### src/rtl/mac_tx.sv
// Ethernet II frame transmitter: preamble/SFD, header, payload, zero pad, optional FCS, then IFG.
// Build option MAC_TX_FCS_EN: defined -> CRC-32 FCS appended; undefined -> frame ends after pad/data.
module mac_tx #(
  parameter int IFG_BYTES   = 12,
  parameter int MIN_PAYLOAD = 46,
  parameter int MAX_PAYLOAD = 1500
) (
  input  logic        clk,
  input  logic        rst,
  input  logic        config_ready,
  input  logic        start,
  input  logic [47:0] dest_mac,
  input  logic [47:0] src_mac,
  input  logic [15:0] ether_type,
  input  logic [7:0]  s_data,
  input  logic        s_valid,
  input  logic        s_last,
  output logic        s_ready,
  output logic        busy,
  output logic [7:0]  tx_data,
  output logic        tx_en,
  output logic        tx_err
);

  typedef enum logic [3:0] {
    ST_IDLE,
    ST_PREAMBLE,
    ST_SFD,
    ST_DEST,
    ST_SRC,
    ST_TYPE,
    ST_DATA,
    ST_PAD,
    ST_FCS,
    ST_IFG
  } state_t;

  localparam logic [10:0] PRE_LAST  = 11'd6;
  localparam logic [10:0] MAC_LAST  = 11'd5;
  localparam logic [10:0] TYPE_LAST = 11'd1;
  localparam logic [10:0] MIN_P     = 11'(MIN_PAYLOAD);
  localparam logic [10:0] MAX_P     = 11'(MAX_PAYLOAD);
  localparam logic [10:0] PAD_LAST  = 11'(MIN_PAYLOAD - 1);
  localparam logic [10:0] IFG_LAST  = 11'(IFG_BYTES - 1);
  localparam state_t END_FRAME = (IFG_BYTES > 0) ? ST_IFG : ST_IDLE;
`ifdef MAC_TX_FCS_EN
  localparam logic [10:0] FCS_LAST  = 11'd3;
  localparam state_t END_PAYLOAD = ST_FCS;
`else
  localparam state_t END_PAYLOAD = END_FRAME;
`endif

  // state_q names the byte that will be driven at the next edge, so the
  // output registers always sit one step behind the state.
  state_t      state_q, state_d;
  logic [10:0] cnt_q, cnt_d;
  logic [10:0] pay_cnt_q, pay_cnt_d;
  logic [47:0] dest_q, dest_d;
  logic [47:0] src_q, src_d;
  logic [15:0] type_q, type_d;
  logic [7:0]  tx_data_q, tx_data_d;
  logic        tx_en_q, tx_en_d;
  logic        tx_err_q, tx_err_d;
  logic        busy_q, busy_d;
  logic        start_ok;

  function automatic logic [10:0] sat_inc(input logic [10:0] v);
    return (v == 11'h7FF) ? v : v + 11'd1;
  endfunction

  function automatic logic [7:0] mac_byte(input logic [47:0] mac, input logic [10:0] idx);
    logic [47:0] sh;
    sh = mac << (idx * 8);
    return sh[47:40];
  endfunction

  assign start_ok = start & config_ready;
  assign s_ready  = (state_q == ST_DATA);

`ifdef MAC_TX_FCS_EN
  logic [31:0] crc_q, crc_d;
  logic [7:0]  fcs_byte;

  function automatic logic [31:0] crc_step(input logic [31:0] c, input logic [7:0] d);
    logic [31:0] r;
    r = c ^ {24'h0, d};
    for (int i = 0; i < 8; i++) begin
      r = r[0] ? ((r >> 1) ^ 32'hEDB88320) : (r >> 1);
    end
    return r;
  endfunction

  assign fcs_byte = ~crc_q[{cnt_q[1:0], 3'b000} +: 8];

  always_comb begin
    crc_d = crc_q;
    if (state_q == ST_IDLE && start_ok) begin
      crc_d = 32'hFFFFFFFF;
    end else if (tx_en_d && (state_q inside {ST_DEST, ST_SRC, ST_TYPE, ST_DATA, ST_PAD})) begin
      crc_d = crc_step(crc_q, tx_data_d);
    end
  end

  always_ff @(posedge clk or negedge rst) begin
    if (!rst) begin
      crc_q <= 32'hFFFFFFFF;
    end else begin
      crc_q <= crc_d;
    end
  end
`endif

  always_comb begin
    state_d   = state_q;
    cnt_d     = cnt_q;
    pay_cnt_d = pay_cnt_q;
    dest_d    = dest_q;
    src_d     = src_q;
    type_d    = type_q;
    tx_data_d = 8'h00;
    tx_en_d   = 1'b0;
    tx_err_d  = 1'b0;

    case (state_q)
      ST_IDLE: begin
        if (start_ok) begin
          dest_d    = dest_mac;
          src_d     = src_mac;
          type_d    = ether_type;
          pay_cnt_d = '0;
          tx_data_d = 8'h55;
          tx_en_d   = 1'b1;
          state_d   = ST_PREAMBLE;
          cnt_d     = 11'd1;
        end
      end
      ST_PREAMBLE: begin
        tx_data_d = 8'h55;
        tx_en_d   = 1'b1;
        if (cnt_q == PRE_LAST) begin
          state_d = ST_SFD;
          cnt_d   = '0;
        end else begin
          cnt_d = sat_inc(cnt_q);
        end
      end
      ST_SFD: begin
        tx_data_d = 8'hD5;
        tx_en_d   = 1'b1;
        state_d   = ST_DEST;
        cnt_d     = '0;
      end
      ST_DEST: begin
        tx_data_d = mac_byte(dest_q, cnt_q);
        tx_en_d   = 1'b1;
        if (cnt_q == MAC_LAST) begin
          state_d = ST_SRC;
          cnt_d   = '0;
        end else begin
          cnt_d = sat_inc(cnt_q);
        end
      end
      ST_SRC: begin
        tx_data_d = mac_byte(src_q, cnt_q);
        tx_en_d   = 1'b1;
        if (cnt_q == MAC_LAST) begin
          state_d = ST_TYPE;
          cnt_d   = '0;
        end else begin
          cnt_d = sat_inc(cnt_q);
        end
      end
      ST_TYPE: begin
        tx_data_d = (cnt_q == '0) ? type_q[15:8] : type_q[7:0];
        tx_en_d   = 1'b1;
        if (cnt_q == TYPE_LAST) begin
          state_d = ST_DATA;
          cnt_d   = '0;
        end else begin
          cnt_d = sat_inc(cnt_q);
        end
      end
      ST_DATA: begin
        tx_en_d = 1'b1;
        if (!s_valid) begin
          // Underrun: flag a poisoned byte and abandon the frame without FCS.
          tx_err_d = 1'b1;
          state_d  = END_FRAME;
          cnt_d    = '0;
        end else begin
          tx_data_d = s_data;
          pay_cnt_d = pay_cnt_q + 11'd1;
          if (s_last) begin
            cnt_d = (pay_cnt_d < MIN_P) ? pay_cnt_d : 11'd0;
            state_d = (pay_cnt_d < MIN_P) ? ST_PAD : END_PAYLOAD;
          end else if (pay_cnt_q == MAX_P) begin
            tx_err_d = 1'b1;
            state_d  = END_FRAME;
            cnt_d    = '0;
          end
        end
      end
      ST_PAD: begin
        tx_en_d = 1'b1;
        if (cnt_q == PAD_LAST) begin
          state_d = END_PAYLOAD;
          cnt_d   = '0;
        end else begin
          cnt_d = sat_inc(cnt_q);
        end
      end
`ifdef MAC_TX_FCS_EN
      ST_FCS: begin
        tx_data_d = fcs_byte;
        tx_en_d   = 1'b1;
        if (cnt_q == FCS_LAST) begin
          state_d = END_FRAME;
          cnt_d   = '0;
        end else begin
          cnt_d = sat_inc(cnt_q);
        end
      end
`endif
      ST_IFG: begin
        if (cnt_q == IFG_LAST) begin
          state_d = ST_IDLE;
          cnt_d   = '0;
        end else begin
          cnt_d = sat_inc(cnt_q);
        end
      end
      default: begin
        state_d = ST_IDLE;
        cnt_d   = '0;
      end
    endcase

    busy_d = (state_d != ST_IDLE);
  end

  always_ff @(posedge clk or negedge rst) begin
    if (!rst) begin
      state_q   <= ST_IDLE;
      cnt_q     <= '0;
      pay_cnt_q <= '0;
      dest_q    <= '0;
      src_q     <= '0;
      type_q    <= '0;
      tx_data_q <= 8'h00;
      tx_en_q   <= 1'b0;
      tx_err_q  <= 1'b0;
      busy_q    <= 1'b0;
    end else begin
      state_q   <= state_d;
      cnt_q     <= cnt_d;
      pay_cnt_q <= pay_cnt_d;
      dest_q    <= dest_d;
      src_q     <= src_d;
      type_q    <= type_d;
      tx_data_q <= tx_data_d;
      tx_en_q   <= tx_en_d;
      tx_err_q  <= tx_err_d;
      busy_q    <= busy_d;
    end
  end

  assign tx_data = tx_data_q;
  assign tx_en   = tx_en_q;
  assign tx_err  = tx_err_q;
  assign busy    = busy_q;

endmodule

### config.mk
export PLATFORM = sky130hd
export DESIGN_NAME = mac_tx
export DESIGN_NICKNAME = d
export VERILOG_FILES = /design/src/rtl/mac_tx.sv
export SDC_FILE = /design/constraint.sdc
export NUM_CORES = 1
export LEC_CHECK = 0
export BUFFER_PORTS_ARGS = -buffer_cell sky130_fd_sc_hd__clkbuf_2
export CAP_MARGIN = 20
export CORE_MARGIN = 3
export CORE_UTILIZATION = 56
export CTS_CLUSTER_DIAMETER = 150
export DETAILED_ROUTE_END_ITERATION = 16
export PLACE_DENSITY = 0.8
export SKIP_LAST_GASP = 1
export SLEW_MARGIN = 20
export SYNTH_ARGS = -nofsm -noshare
export SYNTH_HDL_FRONTEND = slang
export SYNTH_SLANG_ARGS = --single-unit
export TNS_END_PERCENT = 100
### constraint.sdc
create_clock -name clk -period 2.7 [get_ports clk]
set_clock_uncertainty 0.1 [all_clocks]
set_input_delay 0.81 -clock clk [delete_from_list [all_inputs] [get_ports clk]]
set_output_delay 0.81 -clock clk [all_outputs]
set_load 0.01 [all_outputs]
==> results of run 1 <==
[final cells by class]
class                           count  area (um2)
Fill cell                         897        3918
Multi-Input combinational cell    385        3520
Timing Repair Buffer              151       847.1
Clock inverter                     10       146.4
Inverter                           11       41.29
Clock buffer                       21       460.4
Sequential cell                   149        3729
Tap cell                          172       215.2
[flip-flops by register name, summed over array words and instances (netlist names)]
register / count
busy: 1
cnt_q: 11
dest_q: 48
pay_cnt_q: 11
src_q: 48
state_q: 4
tx_data: 8
tx_en: 1
tx_err: 1
type_q: 16
[metal layers]
metal	vias to the layer above	part of all wire (%)	GRT usage (%)
met3	38	6.7	7.753
met4	0	2.7	9.874
met2	212	51	44.10
li1	2422	-	-
met1	2754	40	33.76
met5	-	0	0
[cell usage in the layout (no fill, tap or decap), types with 4 or more instances in the layout]
cell type / count
nor3_1: 7
ha_1: 6
dfrtp_1: 149
nand4_1: 8
mux4_1: 4
o211ai_1: 7
o21ai_1: 13
mux2i_1: 13
inv_1: 10
a22oi_1: 5
buf_4: 10
o21ai_0: 26
buf_12: 4
o21bai_1: 4
a21oi_1: 13
clkbuf_16: 17
nand3_1: 14
xor2_1: 6
nand2_1: 27
a221oi_1: 4
and3_1: 11
xnor2_1: 4
nor2_1: 23
mux4_2: 20
nor2b_1: 4
mux2_2: 117
clkbuf_2: 136
[through the flow]
step           instances  instance area (um2)  total power [mW]  setup WS (ns)  utilization, %
2_1_floorplan        582                 7523             6.116         0.2004               -
3_3_place_gp         868                 8352             6.861         0.1571           64.86
3_5_place_dp         868                 8352             7.092         0.1718           64.86
4_1_cts              899                 8959             9.615         0.2080           69.58
5_1_grt              899                 8959             10.09        0.08235           69.58
6_report             899                 8959             9.591         0.1986           69.58
[power breakdown]
| part | internal [mW] | switching [mW] |
|---|---|---|
| Combinational | 1.77 | 1.53 |
| Sequential | 3.21 | 0.606 |
| Clock | 1.51 | 0.960 |
| Total | 6.49 | 3.10 |
[path summary, 6_finish.rpt]
kind,from,to,slack (ns)
worst min-delay path,rst,pay_cnt_q[7]$_DFFE_PN0P_,0.23
worst max-delay path,cnt_q[0]$_DFFE_PN0P_,cnt_q[0]$_DFFE_PN0P_,0.20
min in group clk,src_q[4]$_DFFE_PN0P_,src_q[4]$_DFFE_PN0P_,0.40
worst min register to register,src_q[4]$_DFFE_PN0P_,src_q[4]$_DFFE_PN0P_,0.40
max in group asynchronous,rst,dest_q[19]$_DFFE_PN0P_,1.60
worst max register to register,cnt_q[0]$_DFFE_PN0P_,cnt_q[0]$_DFFE_PN0P_,0.20
[cells by family (layout without fill, tap and decap cells)]
| kind of cell | after synthesis | after routing | share of synthesized area (%) |
|---|---|---|---|
| buffers and inverters | 48 | 193 | 3.725 |
| adder cells (fa/ha/maj) | 6 | 6 | 0.9978 |
| AND/OR/NAND/NOR | 120 | 120 | 9.330 |
| multiplexers | 155 | 155 | 26.78 |
| AO/OA/AOI/OAI | 94 | 94 | 8.448 |
| XOR/XNOR | 10 | 10 | 1.164 |
| flip-flops | 149 | 149 | 49.56 |
[cells in the mapped netlist (2+ instances only)]
cell / n
a21oi_1: 13
a221oi_1: 4
a22oi_1: 5
a22oi_2: 2
a31oi_1: 2
and2_1: 3
and3_1: 11
buf_2: 17
buf_4: 6
buf_6: 6
clkbuf_1: 7
dfrtp_1: 149
ha_1: 6
inv_1: 10
mux2_2: 117
mux2i_1: 13
mux4_1: 4
mux4_2: 20
nand2_1: 27
nand2b_1: 2
nand3_1: 14
nand3b_1: 3
nand4_1: 8
nor2_1: 23
nor2b_1: 4
nor3_1: 7
nor4_4: 2
nor4bb_1: 2
o211ai_1: 7
o21ai_0: 26
o21ai_1: 13
o21bai_1: 4
o22ai_1: 2
o2bb2ai_1: 2
xnor2_1: 4
xor2_1: 6
[critical path: cells and delay by family, from the launching register on]
kind / cells / cell delay (ns)
AOI/OAI and AO/OA: 4 / 0.86
adders and majority gates: 1 / 0.16
buffers and inverters: 1 / 0.11
DFF: 1 / 0.45
and+or+nand+nor: 2 / 0.68
==> impl.org, run 1 <==
** Floorplanning
- I/O Pins :: between 100 and 150
- Initial core utilization :: between 50 and 60%
- Num rows :: 41
- The total area inside the core boundary comes to 12,880 um2.
- Y dimension of the die :: 121.9 um
- Horiz. Die Dim :: 121.9 um
- The die covers about 15,000 um2.

** Cells and area
- 0 antenna diodes ended up in the layout.
- Synth-to-Final Area Change :: 19.08%
- In the final layout, the share of cells above drive strength 1 is between 40 and 50%.
- After the last flow step, the layout net total stands at about 850.

** Critical path
- STA classifies the critical path startpoint as a flop.
- Measured in cells, the most critical reg-to-reg path has a length of 8.
- Along the worst path, the maximum fanout reaches 12.
- Library cell contributing the largest single delay on the critical path :: nor4bb_1
- By startpoint and endpoint, the worst setup path is classified as reg -> reg.
- Sort of element at the end of the critical path :: flop
- Worst Path Arrival :: about 2.7 ns
- CP cell instances :: inv_1 -> ha_1 -> nor4bb_1 -> o211ai_1 -> a22oi_4 -> nand2_2 -> a221oi_2 -> o21ai_1
- Maximum cell stage delay along the critical path :: about 0.47 ns
- At the worst endpoint, the required time is between 2 and 3 ns.

** Yosys
- Sequential elements use 49.56% of the synthesized area.
- Counting flops and latches in the post-synthesis netlist gives 149.
- Average cell area after synthesis :: about 13 um2
- In the synthesized netlist the dominant register cell turns out to be dfrtp_1.
- The synthesized design spends more area on one cell type than any other, namely dfrtp_1.
- Yosys mapped a number of flops with a built-in enable equal to 0.
- Yosys printed 0 warnings.
- Total nets after synthesis :: a little over 700
- Yosys mapped the design onto 67 distinct sky130hd cell types.
- Counting flops with an async set or reset pin after synthesis yields a share of 100.0%.
- Counting every instance in the synthesized netlist gives around 580.
- Yosys attributes the largest share of cell area to dfrtp_1, mux2_2, mux4_2, mux2i_1, o21ai_0.
- The share of synthesized area in the top cell type comes to 49.56%.
- After synthesis the cells add up to roughly 7500 um2.

** Placed design
- Routability congestion estimate from global placement :: about 0.91
- Port buffering added between 100 and 150 buffers.
- Estimated wirelength of the detail-placed design :: between 10 and 15 mm

** Clock network
- Once the clock tree was built, the resizer swapped 0 gates to a different size.
- The clock net in this run drives a total of 149 sinks.
- Library cell used as clock root buffer :: clkbuf_16
- Number of setup buffers added after CTS :: 0
- TritonCTS clock tree :: built
- Clock slew at the register clock pins of the worst setup and hold paths :: about 0.060 ns
- Clock Tree Buf Depth :: 2
- In this run the number of H-tree levels came out at 4.
- The later pin in the worst-skew pair is clocked with a latency of around 0.42 ns.
- Clock tree synthesis inserted a total of 17 buffers.
- The number of hold buffers added after CTS was 0.

** STA
- For the pin with the worst max-slew slack, the measured transition is slightly below 0.7 ns.
- Static timing analysis puts the maximum clock frequency at 0.3998 GHz.
- Fin. max-slew vios :: 0
- Number of hold-slack violations in the final timing report :: 0
- Relative slew slack :: a little over half
- In the final timing run, aggregate negative setup slack is 0 ns.
- After layout, the minimum clock period comes to ~2.5 ns.
- Hold timing on the final database bottoms out at a slack of between 0.2 and 0.25 ns.
- The final critical path takes up slightly above 90% of the cycle.
- Setup repair after global routing left no endpoint under its margin.
- Setup violators final :: 0

** GRT
- Entering global routing, the biggest net connects 94 pins.
- The via count of the first global-routing pass is ~5,800.
- Antenna violations before repair :: 0
- GRT Total Usage :: 26.73%
- Global routing finished with a remaining overflow of 0.
- The first global-routing pass estimated a little over 30 mm of wire.

** Routing
- Once detail routing completed, the nets flagged for antenna violations numbered 0.
- After detailed routing, the number of vias per cell comes to between 6 and 7.
- DRC violation count after routing :: 0
- Vias after detailed routing :: 5,426
- In this run, the number of DRC markers left after iteration 0 of detailed routing was 458.
- The first detailed-routing pass took 7 iterations.
- Wire length reported by the detailed router :: roughly 19 mm
- After detailed routing, the average wire length per cell comes to approximately 21 um.

** Power
- VDD sags by at most between 0.6 and 0.7 mV.
- In this run the static leakage power is 4.018 nW.
- Power spread over the standard cell area amounts to 1071 nW/um2.

** Hold path
- Class of the worst hold path :: in -> async

** Job
- Max_cap viols :: 0

** Status
- The flow ran to the end, and the final reports show no timing, DRC or antenna violations.
(Power assumes the default switching activity.)
==> run 2: changes to the inputs <==
- REMOVE_ABC_BUFFERS: not set -> 1
==> run 2 against run 1 <==
Compared with the run above:
- cell area grew 0.27%
- flip-flop and latch count is the same
- highest routed layer unchanged
- final cell count grew 0.56%
- die area is the same
- sequential power shrank 1%
- largest power group unchanged
- critical endpoint is now s_ready
==> impl.org, run 2 (synthesis results as in run 1) <==
** Routing
- The via count came to 5,364 (-1.1%).
- First DRT Iteration DRCs :: 367 (-20%)
- The iteration count of the initial detailed-routing pass came to 4 (-3).
- Drt via density :: 5.934 (-1.7%)
- The post-detailed-route DRC marker count is 0 (unchanged).
- The wire length after detailed routing is 17.98 mm (-4.0%).
- Antenna-violating nets left :: 0 (unchanged)
- WL/cell :: 19.89 um (-4.5%)

** STA
- The actual transition at the worst max-transition pin is 0.6925 ns (+0.003744 ns).
- Clock period minus final worst setup slack :: 2.522 ns (+0.02056 ns)
- The achievable frequency was 0.3965 GHz (-0.82%).
- Setup repair after global routing left no endpoint under its margin.
- The ratio of final minimum period to clock period is 93.41% (+0.76 points).
- The worst slew margin relative to its limit was 53.66% (-0.25 points).
- The total setup violations reported at the end of the flow came to 0 (unchanged).
- Number of hold-slack violations in the final timing report :: 0 (unchanged)
- Fin. max-slew vios :: 0 (unchanged)

** Floorplanning
- The die outline height came to 121.9 um (unchanged).
- Area enclosed by the die boundary :: 14,860 um2 (unchanged)
- I/O Pins :: 138 (unchanged)
- The number of placement rows came to 41 (unchanged).
- The starting utilization of the core area came to 58.43% (unchanged).
- The horizontal die dimension came to 121.9 um (unchanged).
- The area of the core was 12,880 um2 (unchanged).

** Cells and area
- Net count reported at finish :: 852 (+0.59%)
- The fraction of layout instances using a drive strength above 1 came to 46.72% (+0.50 points).
- Utilization of the core after routing :: 69.76% (+0.18 points)
- The footprint of the flip-flops and latches came to 3729 um2 (unchanged).
- In the final layout, the registers with the most flip-flops are dest_q (48), src_q (48), type_q (16).
- Most common cell after layout, fill and taps aside :: dfrtp_1
- Area taken by multi-input logic gates :: 3520 um2 (unchanged)
- From synthesis to final layout, the design area changed by 19.39%.
- Antenna fix cells :: 0 (unchanged)
- Commonest cells after routing, fill and taps aside :: dfrtp_1, clkbuf_2, mux2_2
- The post-route non-filler standard cell count is 904 (+0.56%).
- The filler cell count in the final layout came to 923 (+2.9%).

** Critical path
- Worst Path Arrival :: 1.61 ns (-1.08 ns)
- STA classifies the critical path endpoint as a primary output.
- Max FO, Critical Path :: 14 (+2)
- The setup path with the least slack is of type reg -> out.
- The worst path required time came to 1.79 ns (-1.10 ns).
- Setup crit start kind :: flop

** GRT
- Maximum number of pins on one net before global-route repair :: 62 (-34%)
- The overall fraction of global-route tracks in use came to 25.03% (-1.7 points).
- Wire length of the first global-routing pass :: 28.37 mm (-6.6%)
- Antenna violations before repair :: 0 (unchanged)
- The aggregate global routing overflow is 0 (unchanged).
- Vias in the first global route :: 5,549 (-3.7%)

** Placed design
- The half-perimeter wire length after placement was 12.94 mm (-1.7%).
- The count of buffers from port buffering was 137 (unchanged).
- The global placement routability congestion was 0.9089 (+0.39%).
- # placed instances :: 873 (+0.58%)

** Clock network
- The number of hold buffers added after CTS came to 0 (unchanged).
- The post-CTS setup buffer count was 0 (unchanged).
- The register clock-pin slew on the reported worst setup and hold paths is 0.06 ns (about the same).
- Library cell used as clock root buffer :: clkbuf_16
- TritonCTS sink count :: 149 (unchanged)
- The clock latency at the later pin of the worst-skew pair is 0.42 ns (about the same).
- H-tree levels :: 4 (unchanged)
- The buffer levels on the longest clock path is 2 (unchanged).
- TritonCTS built the clock tree.
- PostCTS Resize Cnt :: 0 (unchanged)
- The number of buffers created by CTS is 17 (unchanged).

** Power
- The static power due to leakage was 4.027 nW (+0.22%).
- The worst supply voltage drop on vdd is 0.5931 mV (-9.8%).
- Power density over the cells :: 1045 nW/um2 (-2.4%)

** Status
- The run finished with clean final reports.

** Job
- The number of max-cap violations is 0 (unchanged).

** Hold path
- The min-delay analysis places its worst path in the category in -> async.
## run 2: cell count changes in the layout (fill, tap and decap cells not counted)
cell and change:
buf_12 +1, buf_4 +4, bufinv_16 -1, clkbuf_1 -1
clkbuf_8 -2, clkinv_4 +1, clkinvlp_4 +2, inv_8 +1
## run 2: critical path: stages (launching register included)
cell and delay (ns):
dfrtp_1 0.40, buf_4 0.22, and4bb_1 0.38, clkbuf_2 0.19
## run 2: path summary, 6_finish.rpt
check	start	to	slack, ns	depth (start not counted)
max	state_q[1]$_DFF_PN0_	s_ready	0.18	3
max reg2reg	pay_cnt_q[1]$_DFFE_PN0P_	busy$_DFF_PN0_	0.22	7
min reg2reg	type_q[8]$_DFFE_PN0P_	type_q[8]$_DFFE_PN0P_	0.40	1
min	rst	dest_q[0]$_DFFE_PN0P_	0.26	1
min in group clk	type_q[8]$_DFFE_PN0P_	type_q[8]$_DFFE_PN0P_	0.40	1
max in group asynchronous	rst	dest_q[3]$_DFFE_PN0P_	1.56	2
## run 2: layer usage
layer	wire, um	vias up	GRT usage (%)
li1	-	2441	-
met1	7353	2714	31.83
met2	8815	187	40.61
met3	1515	22	9.146
met4	294	0	7.283
met5	0	-	0
## run 2: through the flow
step | power, mW | cell area (um2) | TNS (ns) | hold WS (ns) | worst slack (ns)
3_5_place_dp | 7.053 | 8402 | 0 | 0.3910 | 0.3091
4_1_cts | 9.433 | 8982 | 0 | 0.2792 | 0.1831
5_1_grt | 9.897 | 8982 | 0 | 0.3093 | 0.05813
3_3_place_gp | 6.849 | 8402 | 0 | 0.3843 | 0.3898
6_report | 9.386 | 8982 | 0 | 0.2620 | 0.1781
2_1_floorplan | 6.021 | 7284 | -240.26 | 0.3721 | -2.350
## run 2: area by class of cell
class	count	share of cell area, %
inverters	11	0.4597
repair buffers	156	9.987
multi-input cells	385	39.18
flip-flops and latches	149	41.51
well taps	172	2.396
clock inverters	13	1.685
clock buffers	18	4.778
## run 2: power by group
| part | internal (mW) | switching [mW] | leakage, nW |
|---|---|---|---|
| logic | 1.80 | 1.47 | 1.93 |
| clock network | 1.37 | 0.963 | 0.275 |
| registers | 3.21 | 0.572 | 1.83 |
| total | 6.38 | 3.01 | 4.03 |
==> run 3: changes to the inputs <==
- CORE_UTILIZATION: 56 -> 60
- PLACE_DENSITY: 0.8 -> 0.85
- clock period: 2.7 -> 3.3 ns (I/O delays scaled with it)
==> run 3 against run 2 <==
Compared with the run above:
- register-to-register slack improved by 0.52 ns
- wire length increased by 5.9%
- core utilization increased by 3.7 points
- worst setup slack improved by 0.32 ns
- combinational power decreased by 19%
- largest cell class unchanged
==> impl.org, run 3 (synthesis results as in run 1) <==
** Status
- The run finished with clean final reports.

** Clock network
- Library cell used as clock root buffer :: clkbuf_16
- H-tree levels :: 4 (unchanged)
- The number of buffers created by CTS was 17 (unchanged).
- The count of cells resized by post-cts repair came to 0 (unchanged).
- TritonCTS clock tree :: built
- The post-CTS setup buffer count was 0 (unchanged).
- TritonCTS sink count :: 149 (unchanged)
- Worst skew pair latency :: 0.42 ns (about the same)
- The register clock-pin slew on the reported worst setup and hold paths came to 0.06 ns (about the same).
- The number of hold buffers added after CTS came to 0 (unchanged).
- The buffer levels on the longest clock path came to 2 (unchanged).

** Power
- The design internal power is 5.334 mW (-16%).
- The register share of total power was 40.4% (about the same).
- The power per standard cell area came to 877.4 nW/um2 (-16%).
- The switching power share of the total came to 31.66% (-0.39 points).
- Net switching power :: 2.471 mW (-18%)
- The power share of the combinational group was 33.9% (-0.9 points).
- The static power due to leakage was 3.982 nW (-1.1%).
- Worst vdd ir :: 0.5821 mV (-1.9%)
- Relative contribution of the clock network to total power :: 25.7% (+0.8 points)
- Post-layout total power :: 7.805 mW (-17%)

** Routing
- Wire length reported by the detailed router :: 19.05 mm (+5.9%)
- DRC violation count after routing :: 0 (unchanged)
- Antenna-violating nets left :: 0 (unchanged)
- The average wire per cell in the routed design is 21.40 um (+7.6%).
- The iteration count of the initial detailed-routing pass came to 7 (+3).
- Drt via density :: 6.217 (+4.8%)
- The via count was 5,533 (+3.2%).
- First DRT Iteration DRCs :: 626 (+71%)

** GRT
- The via count of the first global-routing pass was 5,901 (+6.3%).
- The pin count of the biggest net entering global routing is 67 (+8.1%).
- The overall fraction of global-route tracks in use came to 28.43% (+3.4 points).
- The wire length of the first global-routing pass came to 30.79 mm (+8.5%).
- The aggregate global routing overflow was 0 (unchanged).
- The number of antenna violations at the first check in global routing was 0 (unchanged).

** Floorplanning
- Horiz. Die Dim :: 118.0 um (-3.2%)
- Area enclosed by the die boundary :: 13,920 um2 (-6.3%)
- Num rows :: 40 (-2.4%)
- The starting utilization of the core area came to 62.12% (+3.7 points).
- The area of the core was 12,110 um2 (-5.9%).
- The die outline height was 118.0 um (-3.2%).
- I/O Pins :: 138 (unchanged)

** Critical path
- Crit path required time :: 2.21 ns (+0.42 ns)
- Worst Path Arrival :: 1.71 ns (+0.10 ns)
- The worst register-to-register path begins at pay_cnt_q[0]$_DFFE_PN0P_.
- Worst reg2reg endpoint :: cnt_q[0]$_DFFE_PN0P_
- STA classifies the critical path endpoint as a primary output.
- Max FO, Critical Path :: 15 (+1)
- The reg-to-reg setup timing slack is 0.74 ns (+0.52 ns).
- Library cell contributing the largest single delay on the critical path :: dfrtp_1
- The delay contributed by the slowest stage of the critical path was 0.69 ns (+0.29 ns).
- The worst setup path is launched from a flop.
- The signal on the critical path passes through and4bb_1 -> clkbuf_2.
- Type of the worst setup path :: reg -> out
- The number of cells on the worst reg-to-reg path came to 7 (unchanged).

** Cells and area
- Largest registers :: dest_q (48), src_q (48), type_q (16)
- The footprint of the flip-flops and latches came to 3729 um2 (unchanged).
- The summed area of non-filler cells in the final layout came to 8896 um2 (-0.96%).
- Most common cell after layout, fill and taps aside :: dfrtp_1
- Synth-to-Final Area Change :: 18.24%
- Commonest cells after routing, fill and taps aside :: dfrtp_1, clkbuf_2, mux2_2
- The net count reported at finish was 843 (-1.1%).
- The fraction of layout instances using a drive strength above 1 was 45.71% (-1.0 points).
- Post-route non-filler standard cell count :: 890 (-1.5%)
- The filler cell count in the final layout is 798 (-14%).
- The total inserted antenna cells is 0 (unchanged).
- The area of the multi-input gates came to 3520 um2 (unchanged).

** STA
- Of the available clock period, the critical path in the final layout requires a little over four fifths.
- Hold_ws :: 0.4040 ns (+0.1420 ns)
- Setup repair after global routing left no endpoint under its margin.
- The actual transition at the worst max-transition pin was 0.7815 ns (+0.08893 ns).
- Number of hold-slack violations in the final timing report :: 0 (unchanged)
- Relative slew slack :: 47.71% (-6.0 points)
- Fin. max-slew vios :: 0 (unchanged)
- Aggregate negative setup slack :: 0 ns (unchanged)
- The total setup violations reported at the end of the flow was 0 (unchanged).
- Clock period minus final worst setup slack :: roughly 2.8 ns
- Fmax achieved :: roughly 0.36 GHz

** Placed design
- The count of buffers from port buffering is 137 (unchanged).
- # placed instances :: 860 (-1.5%)
- Estimated wirelength of the detail-placed design :: 13.00 mm (+0.43%)
- Routability congestion estimate from global placement :: 0.8927 (-1.8%)
- Dpl cell area :: 8292 um2 (-1.3%)

** Hold path
- The startpoint identified for the worst hold timing path is src_q[35]$_DFFE_PN0P_.
- Class of the worst hold path :: reg -> reg
- Worst hold endpoint :: src_q[35]$_DFFE_PN0P_
- Min-Delay Path Depth :: 1

** Job
- Max_cap viols :: 0 (unchanged)
run 3: worst max-delay path: cells and delay by family (launching register included):
| kind | cells | cell delay (ns) |
|---|---|---|
| flops | 1 | 0.69 |
| simple gates | 1 | 0.42 |
| buf+inv | 1 | 0.18 |
run 3: worst max-delay path by stage:
| stage | startpoint | to | slack, ns | cells past startpoint |
|---|---|---|---|---|
| floorplan | start | pay_cnt_q[5]$_DFFE_PN0P_ | -1.93 | 5 |
| global route | state_q[1]$_DFF_PN0_ | s_ready | 0.42 | 2 |
| CTS | state_q[1]$_DFF_PN0_ | s_ready | 0.52 | 2 |
| detailed placement | state_q[1]$_DFF_PN0_ | tx_data[7]$_DFF_PN0_ | 0.81 | 6 |
| finish | state_q[1]$_DFF_PN0_ | s_ready | 0.50 | 2 |
| global placement | state_q[3]$_DFF_PN0_ | tx_data[7]$_DFF_PN0_ | 0.88 | 7 |
run 3: cell type report:
class / count / share of cell area [%]
flip-flops and latches: 149 / 41.91
multi-input cells: 385 / 39.56
repair buffers: 147 / 8.903
clock buffers: 21 / 5.063
well taps: 168 / 2.363
clock inverters: 9 / 1.730
inverters: 11 / 0.4641
run 3: metrics by stage:
| stage | util, % | worst slack [ns] |
|---|---|---|
| after floorplan | - | -1.930 |
| after CTS | 73.45 | 0.5172 |
| after global placement | 68.46 | 0.8834 |
| after detailed placement | 68.46 | 0.8115 |
| final | 73.45 | 0.4955 |
| after global routing | 73.45 | 0.4232 |
run 3: routing by layer:
layer / up-vias / GRT usage [%] / share of wire (%)
met5: - / 0 / 0
met4: 0 / 10.84 / 3.0
met3: 56 / 7.929 / 8.9
met2: 293 / 48.04 / 51
met1: 2773 / 34.91 / 37
li1: 2411 / - / -
run 3: power by group through the flow:
stage	clock network, mW	registers, mW	logic [mW]
after detailed placement	0	3.16	2.61
final	2.01	3.15	2.65
after floorplan	0	3.02	1.91
after global placement	0	3.06	2.48
after global routing	2.11	3.24	2.86
after CTS	2.02	3.14	2.65
